## src/rtl/fetch_controller_if.sv

```systemverilog
// Handshake bundle between fetch_controller and its neighbours (EXE branch logic,
// hazard unit, instruction memory, fetch stage). stallCount exists only with FETCH_PERF_EN.
interface fetch_controller_if #(
  parameter int N     = 32,
  parameter int CNT_W = 32
);
  logic         hazard;
  logic         branchTakenIn;
  logic [N-1:0] branchAddressIn;
  logic         memReady;
  logic         memReq;
  logic         freeze;
  logic         branchTakenOut;
  logic [N-1:0] branchAddressOut;
  logic         flush;
  logic         pendingBranch;
`ifdef FETCH_PERF_EN
  logic [CNT_W-1:0] stallCount;

  modport master (
    input  hazard, branchTakenIn, branchAddressIn, memReady,
    output memReq, freeze, branchTakenOut, branchAddressOut, flush, pendingBranch,
    output stallCount
  );
  modport slave (
    output hazard, branchTakenIn, branchAddressIn, memReady,
    input  memReq, freeze, branchTakenOut, branchAddressOut, flush, pendingBranch,
    input  stallCount
  );
`else
  modport master (
    input  hazard, branchTakenIn, branchAddressIn, memReady,
    output memReq, freeze, branchTakenOut, branchAddressOut, flush, pendingBranch
  );
  modport slave (
    output hazard, branchTakenIn, branchAddressIn, memReady,
    input  memReq, freeze, branchTakenOut, branchAddressOut, flush, pendingBranch
  );
`endif
endinterface

```

## src/rtl/fetch_controller.sv

```systemverilog
// Fetch sequencing for a variable-latency instruction memory; defers branch redirects
// until the outstanding fetch completes. Optional freeze counter: FETCH_PERF_EN.
module fetch_controller #(
  parameter int N     = 32,
  parameter int CNT_W = 32
) (
  input  logic               clk,
  input  logic               rst,
  fetch_controller_if.master bus
);

  if (N < 1 || CNT_W < 1) begin : g_bad_param
    $error("fetch_controller: N and CNT_W must be positive");
  end

  typedef enum logic [1:0] {S_REQ, S_WAIT, S_HOLD} state_e;

  state_e       state_q, state_d;
  logic         pend_valid_q, pend_valid_d;
  logic [N-1:0] pend_addr_q, pend_addr_d;
  logic         in_hold, mem_req, complete, redirect;

  always_comb begin
    state_d      = state_q;
    pend_valid_d = pend_valid_q;
    pend_addr_d  = pend_addr_q;

    in_hold  = (state_q == S_HOLD);
    mem_req  = !rst && !in_hold;
    // A held instruction counts as complete every cycle, so a branch can redirect out of S_HOLD.
    complete = (mem_req && bus.memReady) || (in_hold && !rst);
    redirect = complete && (pend_valid_q || bus.branchTakenIn);

    bus.memReq           = mem_req;
    bus.freeze           = 1'b1;
    bus.branchTakenOut   = 1'b0;
    bus.branchAddressOut = '0;
    bus.flush            = 1'b0;
    bus.pendingBranch    = pend_valid_q && !rst;

    if (rst) begin
      state_d = S_REQ;
    end else if (redirect) begin
      bus.freeze           = 1'b0;
      bus.branchTakenOut   = 1'b1;
      bus.flush            = 1'b1;
      bus.branchAddressOut = bus.branchTakenIn ? bus.branchAddressIn : pend_addr_q;
      state_d              = S_REQ;
      pend_valid_d         = 1'b0;
      pend_addr_d          = '0;
    end else if (complete) begin
      bus.freeze = bus.hazard;
      state_d    = bus.hazard ? S_HOLD : S_REQ;
    end else begin
      state_d = S_WAIT;
      if (bus.branchTakenIn) begin
        pend_valid_d = 1'b1;
        pend_addr_d  = bus.branchAddressIn;
      end
    end
  end

  always_ff @(posedge clk) begin
    if (rst) begin
      state_q      <= S_REQ;
      pend_valid_q <= 1'b0;
      pend_addr_q  <= '0;
    end else begin
      state_q      <= state_d;
      pend_valid_q <= pend_valid_d;
      pend_addr_q  <= pend_addr_d;
    end
  end

`ifdef FETCH_PERF_EN
  logic [CNT_W-1:0] stall_cnt_q, stall_cnt_d;

  always_comb begin
    stall_cnt_d = stall_cnt_q;
    if (bus.freeze && (stall_cnt_q != '1)) begin
      stall_cnt_d = stall_cnt_q + 1'b1;
    end
  end

  always_ff @(posedge clk) begin
    if (rst) begin
      stall_cnt_q <= '0;
    end else begin
      stall_cnt_q <= stall_cnt_d;
    end
  end

  assign bus.stallCount = stall_cnt_q;
`endif

endmodule

```

## src/flat_wrapper.sv

```systemverilog
// flat-port wrapper written by rule: the top's interface ports become plain ports
module fetch_controller_flat 
#(
  parameter int N     = 32,
  parameter int CNT_W = 32
)
  (clk, rst, bus_hazard, bus_branchTakenIn, bus_branchAddressIn, bus_memReady, bus_memReq, bus_freeze, bus_branchTakenOut, bus_branchAddressOut, bus_flush, bus_pendingBranch);
  fetch_controller_if #(.N(N), .CNT_W(CNT_W)) bus_i ();
  input  logic clk;
  input  logic rst;
  input wire logic [$bits(bus_i.hazard)-1:0] bus_hazard;
  input wire logic [$bits(bus_i.branchTakenIn)-1:0] bus_branchTakenIn;
  input wire logic [$bits(bus_i.branchAddressIn)-1:0] bus_branchAddressIn;
  input wire logic [$bits(bus_i.memReady)-1:0] bus_memReady;
  output wire logic [$bits(bus_i.memReq)-1:0] bus_memReq;
  output wire logic [$bits(bus_i.freeze)-1:0] bus_freeze;
  output wire logic [$bits(bus_i.branchTakenOut)-1:0] bus_branchTakenOut;
  output wire logic [$bits(bus_i.branchAddressOut)-1:0] bus_branchAddressOut;
  output wire logic [$bits(bus_i.flush)-1:0] bus_flush;
  output wire logic [$bits(bus_i.pendingBranch)-1:0] bus_pendingBranch;
  assign bus_i.hazard = bus_hazard;
  assign bus_i.branchTakenIn = bus_branchTakenIn;
  assign bus_i.branchAddressIn = bus_branchAddressIn;
  assign bus_i.memReady = bus_memReady;
  assign bus_memReq = bus_i.memReq;
  assign bus_freeze = bus_i.freeze;
  assign bus_branchTakenOut = bus_i.branchTakenOut;
  assign bus_branchAddressOut = bus_i.branchAddressOut;
  assign bus_flush = bus_i.flush;
  assign bus_pendingBranch = bus_i.pendingBranch;
  fetch_controller #(.N(N), .CNT_W(CNT_W)) u_core (.clk(clk), .rst(rst), .bus(bus_i));
endmodule
```

## config.mk

```make
export PLATFORM = sky130hd
export DESIGN_NAME = fetch_controller_flat
export DESIGN_NICKNAME = d
export VERILOG_FILES = /design/src/rtl/fetch_controller_if.sv /design/src/rtl/fetch_controller.sv /design/src/flat_wrapper.sv
export SDC_FILE = /design/constraint.sdc
export NUM_CORES = 1
export LEC_CHECK = 0
export BUFFER_PORTS_ARGS = -buffer_cell sky130_fd_sc_hd__buf_2
export CORE_MARGIN = 8
export CORE_UTILIZATION = 40
export CTS_CLUSTER_DIAMETER = 150
export CTS_CLUSTER_SIZE = 40
export DETAILED_ROUTE_END_ITERATION = 10
export PLACE_DENSITY_LB_ADDON = 0.05
export SYNTH_ARGS = -nofsm -noshare
export SYNTH_HDL_FRONTEND = slang
export SYNTH_SLANG_ARGS = --single-unit
```

## constraint.sdc

```tcl
create_clock -name clk -period 2.85 [get_ports clk]
set_clock_uncertainty 0.15 [all_clocks]
set_input_delay 0.285 -clock clk [delete_from_list [all_inputs] [get_ports clk]]
set_output_delay 0.285 -clock clk [all_outputs]
set_load 0.02 [all_outputs]
```

==> flow_summary_export.csv <==
group,metric,value,unit
critical_path,endpoint_kind,"primary output",
floorplan,initial_core_util,41.7,%
pwr,pwr-share-clk,35.5,%
finish,nets,267,
synth,synth_cell_types,19,
synth,synth_seq_cells,35,
cts,cts_root_buf,"clkbuf_8",
critical_path,crit_arrival,1790,ps
floorplan,die_area,6490,um2
pwr,ir_drop,0.351,mV
finish,antenna_cells,0,
synth,synth_area,1670,um2
cts,cts_tree,"built",
synth,synth_nets,200,
cts,hold_buffers,0,
pwr,p_comb_share,16.2,%
timing,clock.fmax,449,MHz
timing,period_needed,2230,ps
finish,area_growth,28.5,%
timing,whs,102,ps
finish,mostFrequentLayoutCell,"buf_2",
status,outcome,"finished clean",
pwr,switching_share,25.3,%
timing,setup_viol_count_final,0,
timing,slew_viol_final,0,
global_route,antenna_found_initial,0,
routing,drc,0,
routing,first_pass_iters,5,
floorplan,fp.dieH,80.6,um
pwr,p_sw,271,uW
synth,avgSynthCellArea,10.2,um2
timing,hold_viol_final,0,
routing,ant_nets,0,
cts,clk_pin_slew,60,ps
routing,vias_per_cell,5.47,
placement,port-buffer-count,73,
placement,place.gp.congestion,0.693,
floorplan,core_area,4000,um2
pwr,powerDensity,501,nW/um2
synth,synth-warning-count,0,
synth,synth_mux_area_share,19.2,%
cts,clkLatencyLatePin,280,ps
synth,syn_inst,163,
cts,cts_made_buffers,5,
global_route,grt_start_max_net_pins,35,
cts,h-tree-depth,2,
global_route,grt_pass1_vias,1565,
global_route,grt.total_usage,13.8,%
pwr,p_leak,1.03,nW
cts,cts.sinks,35,
critical_path,startpoint_type,"flip-flop",
routing,drt-total-wl,4360,um
worst_hold_path,hold_class,"primary input to flip-flop",
pwr,p_total,1.07,mW
synth,synthAdderAreaFrac,0,%
timing,post-route-period-util,78.1,%
synth,synthSimpleGateAreaFrac,10.7,%
critical_path,critical_path_class,"flip-flop to primary output",
critical_path,worstPathRequired,2410,ps
synth,yosys.area_share.xor_xnor,0,%
critical_path,crit_fanout,33,
floorplan,chipWidth,80.6,um
synth,synth-seq-area-share,42.0,%
pwr,intPower,802,uW
placement,place_hpwl,3140,um
floorplan,rows,23,
global_route,grt_pass1_wl,7020,um
global_route,overflow,0,
cts,cts_resized,0,
timing,worst_pin_slew,1220,ps
timing,maxSlewHeadroom,18.4,%
synth,synth_top_family_by_area,"compound AO/OA/AOI/OAI gates",
timing,finalSetupTns,0,ps
routing,dr.first_iter.drc_count,87,
synth,synth_compound_area_share,21.8,%
finish,final_cell_mix,"buf_2, nor2_1, dfxtp_1",
timing,rsz0062_at_grt,"no",
cts,postCtsSetupBuffers,0,
finish,drive_gt1_share,38.5,%
routing,vias,1537,
routing,drt-wirelength-per-cell,15.5,um
job,maxCapViolations,0,
floorplan,boundaryPins,74,
pwr,power_frac_seq,48.3,%
cts,cts_buffer_depth,2,
-- power by group through the flow --
stage	Combinational, mW	Clock [mW]	Sequential (mW)
floorplan	0.115	0	0.527
global placement	0.170	0	0.529
detailed placement	0.176	0	0.530
CTS	0.176	0.401	0.519
global route	0.190	0.426	0.521
finish	0.174	0.381	0.519
-- synthesized netlist by cell type --
library cell / instances / area [um2]
inv_1: 2 / 7.51
a32o_2: 2 / 22.5
buf_6: 3 / 33.8
nor2_1: 35 / 131
dfxtp_1: 35 / 701
nor2b_1: 2 / 12.5
nand2_1: 1 / 3.75
buf_4: 1 / 7.51
nor4_1: 1 / 6.26
nor3_2: 1 / 10.0
o21ai_0: 1 / 5.00
buf_2: 4 / 20.0
mux2i_1: 32 / 320
a2111oi_4: 1 / 27.5
o221ai_1: 1 / 8.76
and3b_1: 1 / 8.76
clkbuf_1: 9 / 33.8
a32o_1: 30 / 300
nand2b_1: 1 / 6.26
-- worst paths after layout --
| kind | to | slack [ps] | cells past startpoint | from |
|---|---|---|---|---|
| setup reg to reg | u_core.pend_addr_q[16]$_SDFFE_PP0N_ | 890 | 3 | u_core.state_q[1]$_SDFF_PP0_ |
| hold reg to reg | u_core.pend_addr_q[28]$_SDFFE_PP0N_ | 310 | 1 | u_core.pend_addr_q[28]$_SDFFE_PP0N_ |
| hold / removal | u_core.state_q[1]$_SDFF_PP0_ | 100 | 3 | bus_hazard |
| setup / recovery | bus_branchAddressOut[9] | 620 | 5 | u_core.state_q[1]$_SDFF_PP0_ |
-- sequential cells by signal (all words and copies together) (netlist names) --
signal               flops
u_core.pend_addr_q      32
u_core.state_q           2
u_core.pend_valid_q      1
-- critical path, stage by stage (launching register included) --
cell and delay (ps):
dfxtp_1 320, nor2b_1 410, o221ai_2 140, buf_4 270, nor2_1 190, buf_2 190
-- cell families after synthesis --
group,Yosys count
flops,35
mux,32
simple gates,42
buf+inv,19
compound gates,35
-- stage by stage --
step	setup slack (ps)	instances	instance area, um2	util (%)
after floorplan	978	163	1670	-
after global placement	916	273	2040	51.0
after detailed placement	863	273	2040	51.0
after CTS	628	281	2140	53.6
after global routing	438	281	2140	53.6
final	624	281	2140	53.6
-- layout make-up --
type	instances	area, um2
multi-input combinational	109	876
clock buffer	8	100
sequential	35	701
inverter	2	7.51
timing repair buffer	77	395
tap	50	62.6
fill	395	1860
-- metal layers --
| metal | track usage (%) | wire length (um) |
|---|---|---|
| met1 | 14.3 | 1660 |
| met5 | 0 | 0 |
| met2 | 23.3 | 2190 |
| met4 | 4.91 | 68 |
| met3 | 6.81 | 440 |
Note: power is estimated with default switching activity, not from simulation.
